==> src/rtl/btn_conditioner.sv <==
// Push-button conditioner: pad polarity fix, 2-flop synchronizer, and a
// per-channel debounce FSM producing a clean level plus press/release pulses.
module btn_conditioner #(
  parameter int unsigned      N_BTN           = 6,
  parameter int unsigned      DEBOUNCE_CYCLES = 250000,
  parameter int unsigned      CNT_W           = 18,
  parameter logic [N_BTN-1:0] INVERT_MASK     = '0
) (
  input  logic             wb_clk_i,
  input  logic             wb_rst_i,
  input  logic [N_BTN-1:0] btn_raw_i,
  output logic [N_BTN-1:0] btn_level_o,
  output logic [N_BTN-1:0] btn_press_o,
  output logic [N_BTN-1:0] btn_release_o,
  output logic             any_press_o
);

  typedef enum logic [1:0] {
    IDLE_LO = 2'd0,
    CHK_HI  = 2'd1,
    IDLE_HI = 2'd2,
    CHK_LO  = 2'd3
  } state_t;

  localparam logic [CNT_W-1:0] CNT_MAX = CNT_W'(DEBOUNCE_CYCLES - 1);

  logic [N_BTN-1:0] sync1;
  logic [N_BTN-1:0] sync2;
  state_t           state   [N_BTN];
  state_t           state_d [N_BTN];
  logic [CNT_W-1:0] cnt     [N_BTN];
  logic [CNT_W-1:0] cnt_d   [N_BTN];
  logic [N_BTN-1:0] level_d;
  logic [N_BTN-1:0] press_d;
  logic [N_BTN-1:0] release_d;

  // Polarity-corrected pad levels into a 2-flop synchronizer.
  always_ff @(posedge wb_clk_i) begin
    if (wb_rst_i) begin
      sync1 <= '0;
      sync2 <= '0;
    end else begin
      sync1 <= btn_raw_i ^ INVERT_MASK;
      sync2 <= sync1;
    end
  end

  // Per-channel debounce: a candidate level must persist until the counter
  // reaches CNT_MAX; any contrary sample abandons it and clears the count.
  always_comb begin
    level_d   = '0;
    press_d   = '0;
    release_d = '0;
    for (int i = 0; i < int'(N_BTN); i++) begin
      state_d[i] = state[i];
      cnt_d[i]   = cnt[i];
      case (state[i])
        IDLE_LO: begin
          if (sync2[i]) begin
            state_d[i] = CHK_HI;
            cnt_d[i]   = '0;
          end
        end
        CHK_HI: begin
          if (!sync2[i]) begin
            state_d[i] = IDLE_LO;
            cnt_d[i]   = '0;
          end else if (cnt[i] == CNT_MAX) begin
            state_d[i] = IDLE_HI;
            cnt_d[i]   = '0;
            press_d[i] = 1'b1;
          end else begin
            cnt_d[i] = cnt[i] + CNT_W'(1);
          end
        end
        IDLE_HI: begin
          if (!sync2[i]) begin
            state_d[i] = CHK_LO;
            cnt_d[i]   = '0;
          end
        end
        CHK_LO: begin
          if (sync2[i]) begin
            state_d[i] = IDLE_HI;
            cnt_d[i]   = '0;
          end else if (cnt[i] == CNT_MAX) begin
            state_d[i]   = IDLE_LO;
            cnt_d[i]     = '0;
            release_d[i] = 1'b1;
          end else begin
            cnt_d[i] = cnt[i] + CNT_W'(1);
          end
        end
        default: begin
          state_d[i] = IDLE_LO;
          cnt_d[i]   = '0;
        end
      endcase
      level_d[i] = (state_d[i] == IDLE_HI) || (state_d[i] == CHK_LO);
    end
  end

  // State, counters and registered outputs.
  always_ff @(posedge wb_clk_i) begin
    if (wb_rst_i) begin
      for (int i = 0; i < int'(N_BTN); i++) begin
        state[i] <= IDLE_LO;
        cnt[i]   <= '0;
      end
      btn_level_o   <= '0;
      btn_press_o   <= '0;
      btn_release_o <= '0;
      any_press_o   <= 1'b0;
    end else begin
      for (int i = 0; i < int'(N_BTN); i++) begin
        state[i] <= state_d[i];
        cnt[i]   <= cnt_d[i];
      end
      btn_level_o   <= level_d;
      btn_press_o   <= press_d;
      btn_release_o <= release_d;
      any_press_o   <= |press_d;
    end
  end

endmodule
==> config.mk <==
export PLATFORM = sky130hd
export DESIGN_NAME = btn_conditioner
export DESIGN_NICKNAME = d
export VERILOG_FILES = /design/src/rtl/btn_conditioner.sv
export SDC_FILE = /design/constraint.sdc
export NUM_CORES = 1
export LEC_CHECK = 0
export CORE_MARGIN = 5
export CORE_UTILIZATION = 48
export DETAILED_ROUTE_END_ITERATION = 10
export GPL_ROUTABILITY_DRIVEN = 1
export PLACE_DENSITY = 0.62
export SYNTH_ARGS = -nofsm -noshare
export SYNTH_HDL_FRONTEND = slang
export SYNTH_SLANG_ARGS = --single-unit
==> constraint.sdc <==
create_clock -name wb_clk_i -period 4.5 [get_ports wb_clk_i]
set_input_delay 0.9 -clock wb_clk_i [delete_from_list [all_inputs] [get_ports wb_clk_i]]
set_output_delay 0.9 -clock wb_clk_i [all_outputs]
set_load 0.005 [all_outputs]
==> Word-level counts from Yosys, hierarchy flattened <==
Memory sizes are Yosys's and may differ from the RTL's.
Cells that the tools add are included.
{ "word_totals": {"elab_cells": 203, "n_memories": 2, "regBits": 31, "ramBits": 120} }
{ "mem_list": {"columns": ["name", "words", "word_bits", "rd", "rd_ports_with_merged_regs", "write_ports", "line", "source"], "rows": [
  ["cnt", 6, 18, 6, 0, 6, "31", "logic [CNT_W-1:0] cnt [N_BTN];"],
  ["state", 6, 2, 6, 0, 6, "29", "state_t state [N_BTN];"]
]} }
{ "classes": {"n_reduce_logical": 19, "bitwise": 18, "addsub": 6, "muxes": 111, "n_eq_ne": 36} }
{ "op_table": {"columns": ["op", "n"], "rows": [
  ["18-bit 2-to-1 mux", 36],
  ["18-bit case mux with 4 select lines", 6],
  ["18-bit by 1-bit adder with 18-bit output, second input constant", 6],
  ["18-bit equality test, second input constant", 6],
  ["2-bit 2-to-1 mux", 42],
  ["2-bit equality test, second input constant", 24],
  ["2-bit case mux with 4 select lines", 6],
  ["1-bit 2-to-1 mux", 21],
  ["3-bit OR reduction", 6],
  ["2-bit by 1-bit equality test with 1-bit output, second input constant", 6],
  ["2-bit logical NOT", 6],
  ["1-bit bitwise OR", 12],
  ["1-bit logical OR", 6],
  ["1-bit inverter", 6],
  ["6-bit OR reduction", 1]
]} }

==> Longest topological paths before layout <==
{ "logic_depth": {"ltp_word": 6, "mapped_depth": 8} }

==> Worst setup path before layout <==
No wires, ideal clock.
{ "synth_timing": {"kind": "input port to flip-flop", "start": "input wb_rst_i", "end": "memory cnt[5][0]", "arrival_time_ns": 2.072, "cell_stages": 6, "n_path_buf": 3, "path_slack_ns": 2.311, "cell_sequence": "clkbuf_1 -> inv_1 -> clkbuf_1 -> o21ai_1 -> buf_2 -> nor2_1"} }
{ "synth_rtl": {"columns": ["element", "line", "source"], "rows": [
  ["start, declared", "10", "input logic wb_rst_i,"],
  ["end, declared", "31", null]
]} }

==> Final worst setup path <==
{ "layout_timing": {"start": "register btn_level_o[3]", "end": "output btn_level_o[3]"} }
{ "layout_rtl": {"columns": ["element", "line", "source"], "rows": [
  ["start, declared", "12", "output logic [N_BTN-1:0] btn_level_o,"],
  ["start signal, assigned", "119", "btn_level_o <= level_d;"]
]} }
No word-level cell between the ends.

==> results_dict.tcl <==
set metrics [dict create \
    tightest_slew_ns 1.05 \
    setup_viol 0 \
    cp-end-kind "primary output" \
    fmax_mhz 422 \
    io_pins 27 \
    rrSetupSlack_ns 2.16 \
    syn_to_final_growth_pct 12.9 \
    clk_path_buf_depth 2 \
    numClockSinks 150 \
    fin_cells 1049 \
    worst-path-stages 1 \
    crit_family "buffers and inverters" \
    placed_cells 1017 \
    max_stage_delay_ns 0.58 \
    grt_pass1_wl_mm 26.2 \
    grt_max_degree 34 \
    die_height_um 133 \
    relSlewSlack_pct 29.6 \
    mappedNetlistArea_mm2 0.00722 \
    grt-ovfl-total 0 \
    root_buffer "clkbuf_16" \
    slew_violations 0 \
    netlist_instances 831 \
    dieArea_mm2 0.0176 \
    die_w_um 133 \
    rows 44 \
    first_pass_iters 5 \
    clk_latency_ns 0.42 \
    dp_hpwl_mm 10.8 \
    cts_made_buffers 17 \
    ir_worst_vdd_uv 283 \
    ys_seq_area_share_pct 41.6 \
    antenna_found_initial 0 \
    worst-r2r-cell-count 6 \
    pwr_density_cell_mw_per_mm2 383 \
    synth_flop_cell "dfxtp_1" \
    avgSynthCellArea_um2 8.69 \
    tns_ns 0 \
    grt_setup_unrepaired "false" \
    utilization_pct 55.6 \
    initial_core_util_pct 49.3 \
    synth-seq-cells 150 \
    yosysUniqueCellTypes 76 \
    required_ns 3.60 \
    hold_path.class "reg -> reg" \
    first_global_vias 5642 \
    grt_usage_pct 17.6 \
    gp_congestion 0.868 \
    htree_levels 4 \
    core_mm2 0.0146 \
    crit_path_top_delay_cell "clkdlybuf4s50_1" \
    crit_fanout 5 \
    fin_crit_ns 2.37 \
    route.vias.total 5995 \
    drive_gt1_share_pct 7.05 \
    post_cts_buffers 0 \
    synth_edf_count 0 \
    cts-hold-fix-buffers 0 \
    io_buffers 26 \
    wl_per_cell_um 14.5 \
    holdPathStages 1 \
    critPathBufInv 1 \
    status "finished, final reports clean" \
    syn-num-nets 857 \
    cts_tree "done" \
    dr.first_iter.drc_count 358 \
    final_antenna_net_count 0 \
    post-route-period-util_pct 52.7 \
    drc 0 \
    ctsResizeCount 0 \
    antenna_cells 0 \
    vias_per_cell 5.71 \
    synthArstFlopShare_pct 0 \
    ys_warn_count 0 \
    maxCapViolations 0 \
    path_class "reg -> out" \
    critPathArrivalTime_ns 1.47 \
    wl_mm 15.2 \
    skew_ns 0.0101 \
    final_nets 878 \
    p_leak_nw 2.70 \
    path_clk_slew_ns 0.06 \
    hold_viol 0 \
    startpoint_type "register" \
    fillCellCount 1336 \
    cp_cell_sequence "clkdlybuf4s50_1" \
]
-- metal layers --
metal	up-vias	share of wire (%)	track usage, %
met1	2884	49	23.3
met2	87	46	28.1
met4	0	1.3	5.66
met3	14	3.7	4.48
li1	3010	-	-
met5	-	0	0
-- stage by stage --
step / power [mW] / hold slack (ns) / worst slack [ns] / area (µm²)
finish: 3.12 / 0.437 / 2.13 / 8150
global route: 3.27 / 0.459 / 1.93 / 8150
CTS: 3.16 / 0.440 / 2.12 / 8150
detailed placement: 1.80 / 0.427 / 1.78 / 7580
global placement: 1.79 / 0.417 / 1.88 / 7580
floorplan: 1.72 / 0.414 / 2.31 / 7220
-- path summary, 6_finish.rpt --
kind,from,to
max,btn_level_o[3]$_SDFF_PP0_,btn_level_o[3]
min,sync1[3]$_SDFF_PP0_,sync2[3]$_SDFF_PP0_
max reg2reg,state[5][1]$_SDFF_PP0_,cnt[5][3]$_SDFFE_PP0P_
min reg2reg,sync1[3]$_SDFF_PP0_,sync2[3]$_SDFF_PP0_
-- synth_stat cells, drive strengths merged (9+ instances only) --
cell / number / area (µm²)
nor4b: 13 / 120
nand3: 46 / 235
nand4: 32 / 200
xor2: 33 / 297
a31oi: 16 / 100
dfxtp: 150 / 3000
ha: 18 / 225
nand2b: 9 / 56.3
inv: 22 / 82.6
and3: 16 / 100
xnor2: 38 / 333
a21oi: 33 / 173
o21ai: 21 / 131
nor2b: 17 / 106
mux2i: 9 / 90.1
buf: 17 / 105
nor3: 28 / 166
nand2: 80 / 300
nor4: 12 / 96.3
nor2: 120 / 450
-- final cells by class --
cell class	count	area, µm²	area share, %
clock buffer	21	470	5.77
inverter	22	82.6	1.01
multi-input combinational	634	4000	49.1
clock inverter	11	101	1.24
tap	184	230	2.83
timing repair buffer	27	263	3.22
sequential	150	3000	36.9
-- sequential cells by signal, indices dropped and copies added (netlist names) --
| register | flops |
|---|---|
| any_press_o | 1 |
| cnt | 108 |
| btn_press_o | 6 |
| sync2 | 6 |
| btn_level_o | 6 |
| sync1 | 6 |
| state | 11 |
| btn_release_o | 6 |
-- report_power, final --
group	total [mW]	internal [mW]	switching (mW)
logic	0.372	0.130	0.242
registers	1.40	1.36	0.0400
clock network	1.35	0.803	0.545
-- kinds of logic after synthesis --
| logic type | share of synthesized area (%) |
|---|---|
| and+or+nand+nor | 30.2 |
| DFF | 41.6 |
| AOI/OAI and AO/OA | 12.0 |
| xor gates and xnor gates | 8.72 |
| buffers and inverters | 3.03 |
| adders and majority gates | 3.12 |
| muxes | 1.25 |
-- cells in the final DEF, fill, tap and decap left out, types with 4 or more instances in the layout --
master,n
nor4b_1,12
and4_1,6
nand3_1,45
nor3b_1,4
nand4_1,32
nor2_1,120
nand2b_1,9
mux2i_1,9
clkinvlp_4,4
nor2b_1,17
xnor2_1,38
a311oi_1,5
xor2_1,32
dfxtp_1,150
inv_1,22
clkdlybuf4s50_1,25
a31oi_1,16
or3_1,4
a22o_1,6
o21ai_0,15
nand2_1,80
and3_1,16
clkbuf_16,17
a21oi_1,31
a221o_1,4
a21o_1,5
nor4_1,10
ha_1,18
nor3_1,24
Note: power is estimated with default switching activity, not from simulation.
